$ cat config.mk
export PLATFORM = sky130hd
export DESIGN_NAME = decode_queue
export DESIGN_NICKNAME = d
export VERILOG_FILES = /design/src/rtl/decode_queue.sv
export SDC_FILE = /design/constraint.sdc
export NUM_CORES = 1
export LEC_CHECK = 0
export BUFFER_PORTS_ARGS = -buffer_cell sky130_fd_sc_hd__buf_2
export CAP_MARGIN = 0
export CORE_MARGIN = 1.5
export CORE_UTILIZATION = 50
export DETAILED_ROUTE_END_ITERATION = 16
export GPL_TIMING_DRIVEN = 0
export PLACE_DENSITY = 0.78
export SLEW_MARGIN = 25
export SYNTH_ARGS = -nofsm -noshare
export SYNTH_HDL_FRONTEND = slang
export SYNTH_SLANG_ARGS = --single-unit
$ cat constraint.sdc
create_clock -name clk -period 7.45 [get_ports clk]
set_clock_uncertainty 0.2 [all_clocks]
set_input_delay 2.235 -clock clk [delete_from_list [all_inputs] [get_ports clk]]
set_output_delay 2.235 -clock clk [all_outputs]
set_load 0.005 [all_outputs]
$ cat src/rtl/decode_queue.sv
// decode_queue
// Buffered instruction-decode stage between fetch and execute. Each raw
// instruction is decoded at enqueue time and the decoded record is stored in
// a small FIFO. Execute sees the oldest record on the out_* ports. A flush
// empties the queue at the next clock edge so that a branch or jump can
// redirect fetch.
//
// Ports
//   clk, rst_n         clock (rising edge) and asynchronous active-low reset
//   flush              synchronous clear; drops any push or pop this cycle
//   in_valid/in_ready  fetch handshake
//   in_instr, in_pc    raw 32-bit instruction and its address
//   out_valid/out_ready execute handshake for the head entry
//   out_pc ... out_illegal  decoded head entry; all zero while empty
//   occupancy          number of valid entries held
module decode_queue #(
   parameter int DEPTH         = 2,
   parameter int PC_WIDTH      = 32,
   parameter bit CHECK_ILLEGAL = 1'b1
) (
   input  logic                         clk,
   input  logic                         rst_n,
   input  logic                         flush,
   input  logic                         in_valid,
   output logic                         in_ready,
   input  logic [31:0]                  in_instr,
   input  logic [PC_WIDTH-1:0]          in_pc,
   output logic                         out_valid,
   input  logic                         out_ready,
   output logic [PC_WIDTH-1:0]          out_pc,
   output logic [6:0]                   out_opcode,
   output logic [2:0]                   out_funct3,
   output logic [6:0]                   out_funct7,
   output logic [4:0]                   out_rd,
   output logic [4:0]                   out_rs1,
   output logic [4:0]                   out_rs2,
   output logic [31:0]                  out_imm,
   output logic [3:0]                   out_alu_control,
   output logic                         out_illegal,
   output logic [$clog2(DEPTH+1)-1:0]   occupancy
);

   localparam int OCC_W = $clog2(DEPTH + 1);
   localparam int PTR_W = (DEPTH > 1) ? $clog2(DEPTH) : 1;

   typedef enum logic [6:0] {
      OP_RTYPE       = 7'b0110011,
      OP_ITYPE_LOGIC = 7'b0010011,
      OP_ITYPE_LOAD  = 7'b0000011,
      OP_ITYPE_JALR  = 7'b1100111,
      OP_STYPE       = 7'b0100011,
      OP_BTYPE       = 7'b1100011,
      OP_UTYPE_AUIPC = 7'b0010111,
      OP_UTYPE_LUI   = 7'b0110111,
      OP_JTYPE       = 7'b1101111
   } opcode_t;

   typedef enum logic [1:0] {
      MEMORY_ACCESS      = 2'b00,
      BRANCH             = 2'b01,
      REGISTER_OPERATION = 2'b10,
      UNSET              = 2'b11
   } alu_op_t;

   typedef logic [31:0] imm_t;

   typedef struct packed {
      logic [PC_WIDTH-1:0] pc;
      logic [6:0]          opcode;
      logic [2:0]          funct3;
      logic [6:0]          funct7;
      logic [4:0]          rd;
      logic [4:0]          rs1;
      logic [4:0]          rs2;
      imm_t                imm;
      logic [3:0]          alu_control;
      logic                illegal;
   } entry_t;

   // ALU decoder: address arithmetic adds, branches compare by subtracting,
   // register ops are selected by funct3 with funct7[5] picking sub/sra.
   // Anything without a defined ALU role gets the no-op code.
   function automatic logic [3:0] alu_decoder(input alu_op_t op,
                                              input logic [2:0] f3,
                                              input logic f7_5);
      logic [3:0] ctl;
      ctl = 4'hF;
      case (op)
         MEMORY_ACCESS: ctl = 4'h0;
         BRANCH:        ctl = 4'h1;
         REGISTER_OPERATION: begin
            case (f3)
               3'b000:  ctl = f7_5 ? 4'h1 : 4'h0;
               3'b001:  ctl = 4'h2;
               3'b010:  ctl = 4'h3;
               3'b011:  ctl = 4'h4;
               3'b100:  ctl = 4'h5;
               3'b101:  ctl = f7_5 ? 4'h7 : 4'h6;
               3'b110:  ctl = 4'h8;
               default: ctl = 4'h9;
            endcase
         end
         default:       ctl = 4'hF;
      endcase
      return ctl;
   endfunction

   logic [2:0] f3;
   logic [6:0] f7;
   imm_t       imm_i;
   imm_t       imm_s;
   imm_t       imm_b;
   imm_t       imm_j;
   imm_t       imm_u;

   assign f3    = in_instr[14:12];
   assign f7    = in_instr[31:25];
   assign imm_i = {{20{in_instr[31]}}, in_instr[31:20]};
   assign imm_s = {{20{in_instr[31]}}, in_instr[31:25], in_instr[11:7]};
   assign imm_b = {{19{in_instr[31]}}, in_instr[31], in_instr[7],
                   in_instr[30:25], in_instr[11:8], 1'b0};
   assign imm_j = {{11{in_instr[31]}}, in_instr[31], in_instr[19:12],
                   in_instr[20], in_instr[30:21], 1'b0};
   assign imm_u = {in_instr[31:12], 12'b0};

   entry_t  dec;
   alu_op_t alu_op;
   logic    unknown_op;
   logic    bad_fields;

   // Decode the incoming instruction into the record stored in the queue.
   // Fields an instruction format does not use stay zero. Illegal encodings
   // are still queued, but their register indices and immediate are cleared
   // so execute never sees a phantom register write or hazard.
   always_comb begin
      dec         = '0;
      dec.pc      = in_pc;
      dec.opcode  = in_instr[6:0];
      alu_op      = UNSET;
      unknown_op  = 1'b0;
      bad_fields  = 1'b0;
      case (in_instr[6:0])
         OP_RTYPE: begin
            dec.rd     = in_instr[11:7];
            dec.rs1    = in_instr[19:15];
            dec.rs2    = in_instr[24:20];
            dec.funct3 = f3;
            dec.funct7 = f7;
            alu_op     = REGISTER_OPERATION;
            bad_fields = !((f7 == 7'h00) ||
                           ((f7 == 7'h20) && ((f3 == 3'b000) || (f3 == 3'b101))));
         end
         OP_ITYPE_LOGIC: begin
            dec.rd     = in_instr[11:7];
            dec.rs1    = in_instr[19:15];
            dec.funct3 = f3;
            dec.funct7 = f7;
            dec.imm    = imm_i;
            bad_fields = ((f3 == 3'b001) && (f7 != 7'h00)) ||
                         ((f3 == 3'b101) && (f7 != 7'h00) && (f7 != 7'h20));
         end
         OP_ITYPE_LOAD: begin
            dec.rd     = in_instr[11:7];
            dec.rs1    = in_instr[19:15];
            dec.funct3 = f3;
            dec.imm    = imm_i;
            alu_op     = MEMORY_ACCESS;
            bad_fields = (f3 == 3'b011) || (f3 == 3'b110) || (f3 == 3'b111);
         end
         OP_ITYPE_JALR: begin
            dec.rd     = in_instr[11:7];
            dec.rs1    = in_instr[19:15];
            dec.funct3 = f3;
            dec.imm    = imm_i;
            alu_op     = MEMORY_ACCESS;
            bad_fields = (f3 != 3'b000);
         end
         OP_STYPE: begin
            dec.rs1    = in_instr[19:15];
            dec.rs2    = in_instr[24:20];
            dec.funct3 = f3;
            dec.imm    = imm_s;
            alu_op     = MEMORY_ACCESS;
            bad_fields = (f3 > 3'b010);
         end
         OP_BTYPE: begin
            dec.rs1    = in_instr[19:15];
            dec.rs2    = in_instr[24:20];
            dec.funct3 = f3;
            dec.imm    = imm_b;
            alu_op     = BRANCH;
            bad_fields = (f3 == 3'b010) || (f3 == 3'b011);
         end
         OP_UTYPE_AUIPC, OP_UTYPE_LUI: begin
            dec.rd     = in_instr[11:7];
            dec.imm    = imm_u;
            alu_op     = MEMORY_ACCESS;
         end
         OP_JTYPE: begin
            dec.rd     = in_instr[11:7];
            dec.imm    = imm_j;
         end
         default: begin
            unknown_op = 1'b1;
         end
      endcase
      dec.alu_control = alu_decoder(alu_op, f3, f7[5]);
      dec.illegal     = unknown_op || (CHECK_ILLEGAL && bad_fields);
      if (dec.illegal) begin
         dec.rd  = '0;
         dec.rs1 = '0;
         dec.rs2 = '0;
         dec.imm = '0;
      end
   end

   entry_t           mem [DEPTH];
   logic [PTR_W-1:0] wr_ptr;
   logic [PTR_W-1:0] rd_ptr;
   logic             push;
   logic             pop;
   entry_t           head;

   function automatic logic [PTR_W-1:0] ptr_inc(input logic [PTR_W-1:0] p);
      return (p == PTR_W'(DEPTH - 1)) ? '0 : p + 1'b1;
   endfunction

   // A pop in the same cycle frees a slot, so a full queue can still accept.
   // Holding reset also closes the input side.
   assign out_valid = (occupancy != '0);
   assign in_ready  = rst_n && !flush &&
                      ((occupancy < OCC_W'(DEPTH)) || (out_valid && out_ready));
   assign push      = in_valid && in_ready;
   assign pop       = out_valid && out_ready && !flush;

   // Entry storage has no reset; the head is masked while the queue is empty.
   always_ff @(posedge clk) begin
      if (push) begin
         mem[wr_ptr] <= dec;
      end
   end

   // Pointer and occupancy bookkeeping. Flush wins over any push or pop.
   always_ff @(posedge clk or negedge rst_n) begin
      if (!rst_n) begin
         wr_ptr    <= '0;
         rd_ptr    <= '0;
         occupancy <= '0;
      end else if (flush) begin
         wr_ptr    <= '0;
         rd_ptr    <= '0;
         occupancy <= '0;
      end else begin
         if (push) begin
            wr_ptr <= ptr_inc(wr_ptr);
         end
         if (pop) begin
            rd_ptr <= ptr_inc(rd_ptr);
         end
         if (push && !pop) begin
            occupancy <= occupancy + 1'b1;
         end else if (pop && !push) begin
            occupancy <= occupancy - 1'b1;
         end
      end
   end

   assign head            = out_valid ? mem[rd_ptr] : '0;
   assign out_pc          = head.pc;
   assign out_opcode      = head.opcode;
   assign out_funct3      = head.funct3;
   assign out_funct7      = head.funct7;
   assign out_rd          = head.rd;
   assign out_rs1         = head.rs1;
   assign out_rs2         = head.rs2;
   assign out_imm         = head.imm;
   assign out_alu_control = head.alu_control;
   assign out_illegal     = head.illegal;

endmodule

# Word-level counts from Yosys, hierarchy flattened

Memory sizes are Yosys's and may differ from the RTL's.
Index checks and enable logic that the tools add are counted.

Flip-flop bits (word level): 4
Bits in writable memories: 202
Input port bits: 69
Word-level logic and storage cells: 96
Memories: 1

Add/sub/neg operators: 4
$lt $le $gt $ge: 2
Equal/unequal tests: 20
Mux-type cells: 26
Reduce and logical (&&, ||, !) cells: 40

Memory list:

| memory | depth | width | rd ports | clocked after memory_dff | wr ports | line | RTL |
|---|---|---|---|---|---|---|---|
| mem    | 2     | 101   | 1        | 0                        | 1        | 217  | `entry_t mem [DEPTH];` |

Operator list:

| operator                                                        | number |
|---|---|
| 32-bit case mux with 5 select lines                             | 1 |
| 101-bit 2-to-1 mux                                              | 1 |
| 47-bit 2-to-1 mux                                               | 1 |
| 7-bit by 6-bit == test with 1-bit output, second input constant | 4 |
| 4-bit case mux with 7 select lines                              | 1 |
| 7-bit == test, second input constant                            | 3 |
| 5-bit 2-to-1 mux                                                | 3 |
| 7-bit by 5-bit == test with 1-bit output, second input constant | 2 |
| 3-bit == test, second input constant                            | 4 |
| 4-bit case mux with 3 select lines                              | 1 |
| 1-bit logical AND                                               | 11 |
| 1-bit 2-to-1 mux                                                | 11 |
| 9-bit OR reduction                                              | 1 |
| 1-bit logical OR                                                | 8 |
| 7-bit by 2-bit == test with 1-bit output, second input constant | 1 |
| 7-bit zero test                                                 | 1 |
| 7-bit 2-to-1 mux                                                | 1 |
| 7-bit by 6-bit != test with 1-bit output, second input constant | 1 |
| 7-bit nonzero test                                              | 1 |
| 7-bit OR reduction                                              | 1 |
| 3-bit by 2-bit == test with 1-bit output, second input constant | 2 |
| 2-bit 2-to-1 mux                                                | 3 |
| 1-bit case mux with 6 select lines                              | 1 |
| 2-bit case mux with 3 select lines                              | 1 |
| 18 further kinds                                                | 27 |

# Longest topological paths before layout

Gate-level depths: netlist of the first run.

Depth in word-level cells: 10
Mapped depth: 8
Mapped depth without buffers: 5

# Least setup slack after synthesis of the first run

Ideal clock, no wire load.

Path kind: input to register
Start point: in out_ready
End point: mem mem[0][0] in the netlist's numbering, enable pin
Setup time: 0.562 ns
Data arrival time: 6.921 ns
Setup slack: -0.232 ns
Stages: 4
Buffers on the path: 0
Path through: nor2b_1 -> nor3b_1 -> nand2_1 -> nor2_1

Word-level cells in the longest chain between the ends: 6

Ends and longest elaborated chain:

| item                                   | line | RTL |
|---|---|---|
| start: declaration                     | 29   | `input logic out_ready,` |
| 1-bit logical AND                      | 232  | `((occupancy < OCC_W'(DEPTH)) \|\| (out_valid && out_ready));` |
| 1-bit logical OR                       | 232  |  |
| 1-bit logical AND                      | 231  | `assign in_ready = rst_n && !flush &&` |
| named net in_ready                     | 25   | `output logic in_ready,` |
| 1-bit logical AND                      | 233  | `assign push = in_valid && in_ready;` |
| 1-bit 2-to-1 mux                       | 238  | `if (push) begin` |
| 1-bit 2-to-1 mux (not written as such) | 239  | `mem[wr_ptr] <= dec;` |
| end: declaration                       | 217  |  |

The timed path passes the listed nets, and every way through them passes these cells.

# Worst setup path in the final report of the first run

Start point: in out_ready
End point: out in_ready

Word-level cells in the longest chain between the ends: 3

Ends and longest elaborated chain:

| item              | line |
|---|---|
| 1-bit logical AND | 232 |
| 1-bit logical OR  | 232 |
| 1-bit logical AND | 231 |
| end: declaration  | 25 |

Every way passes these cells.

==> results of run 1 <==
[final cells by class]
cell class / count / share of cell area [%]
Sequential cell: 206 / 57.19
Clock inverter: 10 / 1.114
Inverter: 2 / 0.06963
Clock buffer: 26 / 5.443
Tap cell: 225 / 2.611
Antenna cell: 2 / 0.04642
Buffer: 40 / 1.485
Timing Repair Buffer: 180 / 9.748
Multi-Input combinational cell: 398 / 22.29
[final timing paths]
kind | startpoint | to | slack [ns] | cells past startpoint
setup reg to reg | occupancy[1] | mem[0][30] | 4.71 | 7
min in group asynchronous | rst_n | wr_ptr | 1.34 | 1
hold reg to reg | occupancy[0] | occupancy[1] | 0.42 | 2
hold / removal | occupancy[0] | occupancy[1] | 0.42 | 2
max in group asynchronous | rst_n | occupancy[0] | 5.58 | 1
setup / recovery | out_ready | in_ready | 2.07 | 4
[cells in the mapped netlist, types with 5 or more instances]
library cell / n / area (um^2)
sky130_fd_sc_hd__clkbuf_1: 20 / 75.07
sky130_fd_sc_hd__nand3b_1: 5 / 37.54
sky130_fd_sc_hd__o21ai_0: 14 / 70.07
sky130_fd_sc_hd__nor2_1: 144 / 540.5
sky130_fd_sc_hd__nor2b_1: 5 / 31.28
sky130_fd_sc_hd__nand2_1: 47 / 176.4
sky130_fd_sc_hd__and2_1: 10 / 62.56
sky130_fd_sc_hd__buf_2: 8 / 40.04
sky130_fd_sc_hd__edfxtp_1: 202 / 6066
sky130_fd_sc_hd__buf_1: 12 / 45.04
sky130_fd_sc_hd__a21oi_1: 26 / 130.1
sky130_fd_sc_hd__nor3_1: 5 / 25.02
sky130_fd_sc_hd__mux2i_1: 103 / 1031
[through the flow]
stage	setup slack [ns]	instance area, um^2	power, mW
global placement	-0.05035	9874	1.511
global route	2.002	10780	2.651
finish	2.072	10780	2.565
CTS	2.079	10780	2.587
floorplan	1.461	8727	1.424
detailed placement	2.084	10070	1.521
[sequential cells by signal, summed over array words and instances, names as in the netlist]
signal,count
mem,202
occupancy,2
rd_ptr,1
wr_ptr,1
[worst register-to-register path, stage by stage, from the launching register on]
cell and delay (ns):
sky130_fd_sc_hd__dfrtp_1 0.45, sky130_fd_sc_hd__nor2b_1 0.16, sky130_fd_sc_hd__nor3b_1 0.32, sky130_fd_sc_hd__nand2_1 0.18, sky130_fd_sc_hd__nor2_4 0.51, sky130_fd_sc_hd__buf_16 0.24
sky130_fd_sc_hd__buf_16 0.19, sky130_fd_sc_hd__buf_16 0.18
[cell families (layout without fill, tap and decap cells)]
logic type | Yosys count | after routing | synth area share [%]
other | 0 | 2 | 0
AND/OR/NAND/NOR | 235 | 235 | 11.49
AO/OA/AOI/OAI | 58 | 58 | 3.901
buffers and inverters | 42 | 258 | 1.922
multiplexers | 103 | 103 | 11.82
XOR/XNOR | 2 | 2 | 0.2008
flip-flops | 206 | 206 | 70.67
[power breakdown]
part           internal, mW  total [mW]  switching [mW]
Clock                 0.659        1.07           0.410
Sequential             1.29        1.30         0.00651
Combinational        0.0817       0.198           0.117
Total                  2.03        2.57           0.533
[placed cells by master, fill, tap and decap left out, types with 3 or more instances in the layout]
cell	instances
sky130_fd_sc_hd__buf_1	12
sky130_fd_sc_hd__mux2i_1	103
sky130_fd_sc_hd__buf_16	6
sky130_fd_sc_hd__buf_2	181
sky130_fd_sc_hd__and2_1	10
sky130_fd_sc_hd__bufinv_16	3
sky130_fd_sc_hd__clkbuf_16	23
sky130_fd_sc_hd__clkbuf_1	23
sky130_fd_sc_hd__nor3_1	5
sky130_fd_sc_hd__nand3_1	3
sky130_fd_sc_hd__clkinv_2	3
sky130_fd_sc_hd__clkinv_1	4
sky130_fd_sc_hd__nand2_1	47
sky130_fd_sc_hd__edfxtp_1	202
sky130_fd_sc_hd__dfrtp_1	4
sky130_fd_sc_hd__o21ai_0	14
sky130_fd_sc_hd__nor2b_1	5
sky130_fd_sc_hd__a21oi_1	26
sky130_fd_sc_hd__a22oi_1	4
sky130_fd_sc_hd__nor2_1	143
sky130_fd_sc_hd__nand3b_1	5
[per-layer routing]
layer | global-route usage [%] | vias to the layer above | part of all wire [%] | routed length (um)
li1 | - | 2754 | - | -
met1 | 27.74 | 2716 | 40 | 7855
met2 | 35.20 | 249 | 48 | 9420
met3 | 3.679 | 50 | 8.4 | 1648
met4 | 8.363 | 0 | 3.4 | 657
met5 | 0 | - | 0 | 0
==> flow_summary.json, run 1 <==
{
  "result_of_the_run": "finished clean",
  "vias_in_the_first_global_route": 5623,
  "place.port_buffers": 173,
  "die_height_um": 135.1,
  "p_leak_nw": 3.754,
  "worst_setup_path_end_kind": "primary output",
  "timing.critical_path.mode_cell": "sky130_fd_sc_hd__buf_2",
  "floorplan.initialDensity_pct": 50.79,
  "tritoncts": "yes",
  "postCtsSetupBuffers": 0,
  "global_route.usage.total_pct": 21.13,
  "cell_family_with_the_largest_share_of_critical_path_delay": "simple AND/OR/NAND/NOR gates",
  "grt_antenna_before_repair": 2,
  "synth_fp_nets": 715,
  "coreArea_mm2": 0.01718,
  "clk_path_buf_depth": 3,
  "drt_drc": 0,
  "clkSlewWorstSetupHoldPaths_ns": 0.06,
  "timing.critical_path.slowest_stage_cell": "sky130_fd_sc_hd__nor3b_1",
  "area_growth_pct": 23.58,
  "timing.critical_path.fanout_max": 7,
  "final_min_period_over_clock_period_pct": 72.18,
  "max_slew_margin_pct": 29.83,
  "boundaryPins": 174,
  "grt_pass1_wl_um": 29550,
  "final.fill_count": 1331,
  "syn-cell-area_mm2": 0.008725,
  "drt_first_pass_iters": 5,
  "finish.cell_count_without_fillers": 1089,
  "required_ns": 5.02,
  "maxCapViolations": 0,
  "async_reset_ff_share_pct": 1.942,
  "yosys.cell_types.count": 39,
  "avgSynthCellArea_um2": 13.51,
  "cts-htree-levels": 1,
  "critPathMaxStageDelay_ns": 0.32,
  "grt_max_degree": 49,
  "ys_warnings": 0,
  "holdBufCountCts": 0,
  "hold_class": "reg2reg",
  "place_congestion": 0.8770,
  "setup_violations": 0,
  "cp_data_arrival_time_ns": 2.94,
  "cp_cell_sequence": "buf_2 > nor2b_1 > nor3b_1 > buf_2",
  "ir_drop_worst_case_vdd_mv": 0.1657,
  "fin_setup_tns_ns": 0,
  "wl_um": 19580,
  "post_drt_wl_per_cell_um": 17.98,
  "max_freq_mhz": 186.0,
  "power-per-cell-area_mw_per_mm2": 237.9,
  "layout-drive-gt1-share_pct": 25.64,
  "dp_hpwl_um": 13840,
  "ys.flop_type": "sky130_fd_sc_hd__edfxtp_1",
  "post-route-min-period_ns": 5.378,
  "critical_path.startpoint_type": "input pin",
  "tritoncts.num_buffers": 22,
  "postSynthRegisterBits": 206,
  "grt_setup_unrepaired": "false",
  "post-place-cells": 1051,
  "timing.final.hold_violations": 0,
  "floorplan.die_area_mm2": 0.01825,
  "final-seq-area_mm2": 0.006166,
  "timing.final.max_slew_violations": 0,
  "crit_type": "in2out",
  "viasPerCell": 5.298,
  "grt_overflow_total": 0,
  "clock_sink_count": 206,
  "number_of_synthesized_flops_with_an_enable_pin": 202,
  "via_count_of_the_routed_design": 5769,
  "rows": 48,
  "ant_nets": 0,
  "worst_slew_pin_slew_ns": 1.053,
  "synthCells": 646,
  "cp_num_buf_inv": 2,
  "final_nets": 919,
  "final_util_pct": 62.77,
  "drt-initial-drc-count": 342,
  "die_w_um": 135.1,
  "cts-root-buf": "sky130_fd_sc_hd__clkbuf_16",
  "hold_slack_ns": 0.4212,
  "resized_after_cts": 0,
  "yosysSeqAreaShare_pct": 70.67,
  "clk_latency_ns": 0.50,
  "multi_input_comb_area_mm2": 0.002404
}
Note: power is estimated with default switching activity, not from simulation.
==> run 2, diff against run 1 <==
- ABC_AREA: not set -> 1
- PLACE_DENSITY: 0.78 -> 0.8
- clock period: 7.45 -> 4.3 ns (I/O delays scaled with it)
==> flow_summary.json, run 2 <==
{
  "result_of_the_run": "finished clean",
  "holdBufCountCts": 0,
  "synth_top_family_by_area": "simple AND/OR/NAND/NOR gates",
  "synthCells": 838,
  "worst_slew_pin_slew_ns": 0.7003,
  "max_freq_mhz": 239.1,
  "synth_fa_ha_area_share_pct": 0,
  "p_leak_nw": 4.398,
  "vias_in_the_first_global_route": 6367,
  "number_of_synthesized_flops_with_an_enable_pin": 202,
  "drt_drc": 0,
  "final.fill_count": 1376,
  "die_height_um": 137.6,
  "final_design_area_no_fill_mm2": 0.01121,
  "viasPerCell": 5.304,
  "final-seq-area_mm2": 0.006166,
  "required_ns": 2.81,
  "yosysSeqAreaShare_pct": 68.02,
  "dp_hpwl_um": 15830,
  "wl_um": 22280,
  "die_w_um": 137.6,
  "grt_antenna_before_repair": 1,
  "postSynthRegisterBits": 206,
  "synth_fp_nets": 907,
  "hold_slack_ns": 0.3817,
  "clk_latency_ns": 0.50,
  "post-synth-top-area-fraction_pct": 66.92,
  "max_slew_margin_pct": 53.31,
  "maxCapViolations": 0,
  "coreArea_mm2": 0.01784,
  "synthXorXnorAreaFrac_pct": 0,
  "layout-drive-gt1-share_pct": 25.07,
  "resized_after_cts": 0,
  "area_fraction_in_compound_gates_after_synthesis_pct": 7.716,
  "final_min_period_over_clock_period_pct": 97.25,
  "ys_top_cells_by_count": "sky130_fd_sc_hd__nand2_1, sky130_fd_sc_hd__edfxtp_1, sky130_fd_sc_hd__a21oi_1, sky130_fd_sc_hd__nor2_1, sky130_fd_sc_hd__clkbuf_1",
  "global_route.usage.total_pct": 23.16,
  "crit_type": "reg2out",
  "hold_class": "reg2reg",
  "floorplan.initialDensity_pct": 50.81,
  "rows": 49,
  "timing.final.max_slew_violations": 0,
  "final_cell_mix": "sky130_fd_sc_hd__nand2_1, sky130_fd_sc_hd__edfxtp_1, sky130_fd_sc_hd__buf_2",
  "async_reset_ff_share_pct": 1.942,
  "cp_data_arrival_time_ns": 2.69,
  "syn-cell-area_mm2": 0.009065,
  "timing.final.hold_violations": 0,
  "grt_overflow_total": 0,
  "postCtsSetupBuffers": 0,
  "area_growth_pct": 23.63,
  "floorplan.die_area_mm2": 0.01895,
  "cts-htree-levels": 1,
  "worst_setup_path_end_kind": "primary output",
  "multi_input_comb_area_mm2": 0.002554,
  "ir_drop_worst_case_vdd_mv": 0.3737,
  "clock_sink_count": 206,
  "place.port_buffers": 173,
  "minimum_setup_slack_after_placement_ns": 0.6627,
  "final_common_cell": "sky130_fd_sc_hd__nand2_1",
  "yosys.cell_count.top_type": "sky130_fd_sc_hd__nand2_1",
  "top_register": "mem",
  "drt_first_pass_iters": 5,
  "post-synth-top-area-cell": "sky130_fd_sc_hd__edfxtp_1",
  "number_of_flip_flops_in_the_largest_register": 202,
  "drt-initial-drc-count": 566,
  "post_drt_wl_per_cell_um": 17.26,
  "post_synth_main_area_contributors": "sky130_fd_sc_hd__edfxtp_1, sky130_fd_sc_hd__nand2_1, sky130_fd_sc_hd__a21oi_1, sky130_fd_sc_hd__nor2_1, sky130_fd_sc_hd__nor2_4",
  "critical_path.startpoint_type": "register",
  "setup.reg_to_reg.worst_slack_ns": 1.87,
  "fin_setup_tns_ns": 0,
  "cts-root-buf": "sky130_fd_sc_hd__clkbuf_16",
  "grt_max_degree": 23,
  "final_nets": 1114,
  "via_count_of_the_routed_design": 6848,
  "boundaryPins": 174,
  "post-route-worst-setup-slack_ns": 0.1182,
  "yosys.cell_types.count": 29,
  "grt_setup_unrepaired": "false",
  "avgSynthCellArea_um2": 10.82,
  "tritoncts": "yes",
  "reg.largest.list": "mem (202), occupancy (2)",
  "instance_area_after_placement_mm2": 0.01050,
  "clkSlewWorstSetupHoldPaths_ns": 0.06,
  "timing.critical_path.fanout_max": 10,
  "synthMuxAreaShare_pct": 0,
  "tritoncts.num_buffers": 22,
  "ant_nets": 0,
  "clk_path_buf_depth": 3,
  "power-per-cell-area_mw_per_mm2": 427.6,
  "post-layout-total-power_mw": 4.793,
  "yosys.area_share.simple_pct": 20.29,
  "place_congestion": 0.9786,
  "setup_violations": 0,
  "post-route-min-period_ns": 4.182,
  "ys_warnings": 0,
  "ys.flop_type": "sky130_fd_sc_hd__edfxtp_1",
  "grt_pass1_wl_um": 33040
}
-- run 2: cell types whose count changed after synthesis, moves of 22 or more --
cell	delta
sky130_fd_sc_hd__mux2i_1	-103
sky130_fd_sc_hd__nand2_1	+226
sky130_fd_sc_hd__a21oi_1	+81
sky130_fd_sc_hd__nor2_1	-57
sky130_fd_sc_hd__inv_1	+30
sky130_fd_sc_hd__nor2_4	+22
-- run 2: worst paths after layout --
path	cells past startpoint	start	endpoint
setup / recovery	6	rd_ptr	out_funct7[3]
hold / removal	1	wr_ptr	wr_ptr
setup reg to reg	7	occupancy[1]	mem[1][37]
hold reg to reg	1	wr_ptr	wr_ptr
max in group asynchronous	1	rst_n	wr_ptr
min in group asynchronous	1	rst_n	rd_ptr
-- run 2: cells by family after synthesis --
logic type | count (synthesis)
AOI/OAI and AO/OA | 131
buffers and inverters | 83
DFF | 206
and+or+nand+nor | 418
-- run 2: layer usage --
| metal | track usage, % | share of wire [%] | vias to the layer above |
|---|---|---|---|
| met3 | 4.084 | 7.9 | 66 |
| li1 | - | - | 3263 |
| met5 | 0 | 0 | - |
| met2 | 38.72 | 49 | 299 |
| met1 | 30.18 | 39 | 3220 |
| met4 | 8.947 | 3.8 | 0 |
-- run 2: power by group --
| part | internal (mW) | switching [mW] | leakage, nW |
|---|---|---|---|
| Combinational | 0.247 | 0.454 | 2.31 |
| Sequential | 2.25 | 0.0148 | 1.74 |
| Clock | 1.10 | 0.726 | 0.342 |
| Total | 3.60 | 1.19 | 4.40 |
-- run 2: per-stage QoR --
stage                     cells  util (%)
after floorplan             838         -
after global placement     1240     57.30
after detailed placement   1250     58.85
after CTS                  1290     62.80
after global routing       1290     62.80
final                      1291     62.82
-- run 2: critical path: stages (launching register included) --
cell and delay [ns]:
sky130_fd_sc_hd__dfrtp_1 0.39, sky130_fd_sc_hd__inv_1 0.18, sky130_fd_sc_hd__clkbuf_1 0.57, sky130_fd_sc_hd__clkbuf_1 0.49
sky130_fd_sc_hd__nand2_1 0.12, sky130_fd_sc_hd__a21oi_1 0.26, sky130_fd_sc_hd__buf_2 0.17
-- run 2: area by class of cell --
class,instances,share of cell area (%)
well taps,229,2.557
repair buffers,183,10.12
inverters,41,1.373
multi-input cells,549,22.79
clock inverters,9,0.8820
diodes,1,0.02233
flip-flops and latches,206,55.02
plain buffers,42,1.842
clock buffers,31,5.404
==> run 3, diff against run 2 <==
- BUFFER_PORTS_ARGS: -buffer_cell sky130_fd_sc_hd__buf_2 -> -buffer_cell sky130_fd_sc_hd__clkbuf_2
- GPL_ROUTABILITY_DRIVEN: not set -> 0
- SKIP_LAST_GASP: not set -> 1
==> flow_summary.json, run 3 (synthesis gave the netlist of run 2 again) <==
{
  "result_of_the_run": "finished clean",
  "antenna_cells_inserted": 0,
  "postCtsSetupBuffers": 0,
  "share_clk_of_total_power_pct": 39.0,
  "final_design_area_no_fill_mm2": 0.01123,
  "die_height_um": 137.6,
  "use_met1_pct": 29.92,
  "timing.critical_path.mode_cell": "sky130_fd_sc_hd__clkbuf_1",
  "resized_after_cts": 0,
  "via_count_of_the_routed_design": 6954,
  "timing.critical_path.fanout_max": 10,
  "area_growth_pct": 23.89,
  "cp_data_arrival_time_ns": 2.71,
  "viasPerCell": 5.387,
  "dp_hpwl_um": 15920,
  "power.share.combinational_pct": 14.5,
  "tritoncts.num_buffers": 23,
  "coreArea_mm2": 0.01784,
  "final_util_pct": 62.95,
  "reg.largest.list": "mem (202), occupancy (2)",
  "global_route.usage.total_pct": 23.20,
  "max_slew_margin_pct": 52.91,
  "fin_setup_tns_ns": 0,
  "worst_setup_path_end_kind": "primary output",
  "required_ns": 2.81,
  "grt_pass1_wl_um": 33110,
  "die_w_um": 137.6,
  "grt_max_degree": 25,
  "maxCapViolations": 0,
  "setup_violations": 0,
  "rows": 49,
  "instance_area_after_placement_mm2": 0.01049,
  "post-layout-total-power_mw": 4.865,
  "power.switching_mw": 1.213,
  "tritoncts": "yes",
  "drt-initial-drc-count": 631,
  "critical_path.startpoint_type": "register",
  "boundaryPins": 174,
  "post-place-cells": 1250,
  "final_min_period_over_clock_period_pct": 97.73,
  "wl_um": 22460,
  "timing.final.hold_violations": 0,
  "clk_latency_ns": 0.50,
  "ant_nets": 0,
  "p_sw_share_pct": 24.93,
  "power.share.sequential_pct": 46.5,
  "layout-drive-gt1-share_pct": 25.24,
  "final_cell_mix": "sky130_fd_sc_hd__nand2_1, sky130_fd_sc_hd__edfxtp_1, sky130_fd_sc_hd__clkbuf_2",
  "vias_in_the_first_global_route": 6420,
  "floorplan.initialDensity_pct": 50.81,
  "cp_cell_sequence": "inv_1 > clkbuf_1 > clkbuf_1 > nand2_1 > a21oi_1 > clkbuf_2",
  "drt_drc": 0,
  "globalRouteMet3Util_pct": 3.900,
  "busiest_layer": "met2",
  "number_of_flip_flops_in_the_largest_register": 202,
  "clk_path_buf_depth": 3,
  "ir_drop_worst_case_vdd_mv": 0.2600,
  "clock_sink_count": 206,
  "max_freq_mhz": 238.0,
  "grt_overflow_total": 0,
  "post-route-min-period_ns": 4.203,
  "drt_first_pass_iters": 5,
  "cts-root-buf": "sky130_fd_sc_hd__clkbuf_16",
  "power-per-cell-area_mw_per_mm2": 433.2,
  "critPathMaxStageDelay_ns": 0.55,
  "finish.cell_count_without_fillers": 1291,
  "final_nets": 1115,
  "timing.final.max_slew_violations": 0,
  "top_register": "mem",
  "post_drt_wl_per_cell_um": 17.39,
  "floorplan.die_area_mm2": 0.01895,
  "grt_setup_unrepaired": "false",
  "place.port_buffers": 173,
  "final_common_cell": "sky130_fd_sc_hd__nand2_1",
  "timing.critical_path.slowest_stage_cell": "sky130_fd_sc_hd__clkbuf_1",
  "holdBufCountCts": 0,
  "met2_track_demand_over_resource_pct": 38.78,
  "crit_type": "reg2out",
  "grt_antenna_before_repair": 0,
  "cts-htree-levels": 1,
  "clkSlewWorstSetupHoldPaths_ns": 0.06,
  "worst_slew_pin_slew_ns": 0.7064,
  "p_leak_nw": 4.373,
  "hold_class": "reg2reg",
  "internal_power_mw": 3.652
}
-- run 3: cell types whose count changed in the layout (fill, tap and decap cells not counted), moves of 3 or more --
cell / delta
sky130_fd_sc_hd__buf_2: -173
sky130_fd_sc_hd__clkbuf_2: +173
sky130_fd_sc_hd__clkbuf_1: -4
sky130_fd_sc_hd__clkinv_1: +3
-- run 3: metrics by stage --
step	setup WS, ns	hold WS (ns)
2_1_floorplan	-0.6713	0.3025
3_3_place_gp	-2.322	0.3225
3_5_place_dp	0.7160	0.3610
4_1_cts	0.1727	0.3726
5_1_grt	0.07723	0.3948
6_report	0.09747	0.3658
-- run 3: worst max-delay path: cells and delay by family, from the launching register on --
kind | cells | cell delay [ns]
AO/OA/AOI/OAI | 1 | 0.34
buffers and inverters | 4 | 1.36
flip-flops | 1 | 0.39
AND/OR/NAND/NOR | 1 | 0.11
-- run 3: cell type report --
cell class / instances / area, um^2
fill: 1362 / 6610
sequential: 206 / 6166
multi-input combinational: 549 / 2554
timing repair buffer: 183 / 1126
clock buffer: 27 / 590.6
tap: 229 / 286.5
buffer: 42 / 206.4
inverter: 41 / 153.9
clock inverter: 14 / 147.6
-- run 3: final timing paths --
| check | start | endpoint | slack [ns] | cells after the start |
|---|---|---|---|---|
| max | rd_ptr | out_funct7[1] | 0.1 | 6 |
| min | wr_ptr | wr_ptr | 0.37 | 1 |
| max reg2reg | occupancy[1] | mem[0][61] | 2.09 | 7 |
| min reg2reg | wr_ptr | wr_ptr | 0.37 | 1 |
| max in group asynchronous | rst_n | occupancy[1] | 3.37 | 1 |
| min in group asynchronous | rst_n | wr_ptr | 0.39 | 1 |
-- run 3: power groups by stage --
stage                     Clock (mW)  Sequential, mW  Combinational [mW]
after floorplan                    0            2.30               0.342
after global placement             0            2.31               0.669
after detailed placement           0            2.30               0.701
after CTS                       1.92            2.26               0.706
after global routing            2.00            2.27               0.775
final                           1.90            2.26               0.707
-- run 3: per-layer routing --
layer / share of wire, % / vias to the layer above / wire length, um
met5: 0 / - / 0
li1: - / 3260 / -
met2: 49 / 328 / 10950
met4: 4.0 / 0 / 897
met3: 8.4 / 62 / 1879
met1: 39 / 3304 / 8730
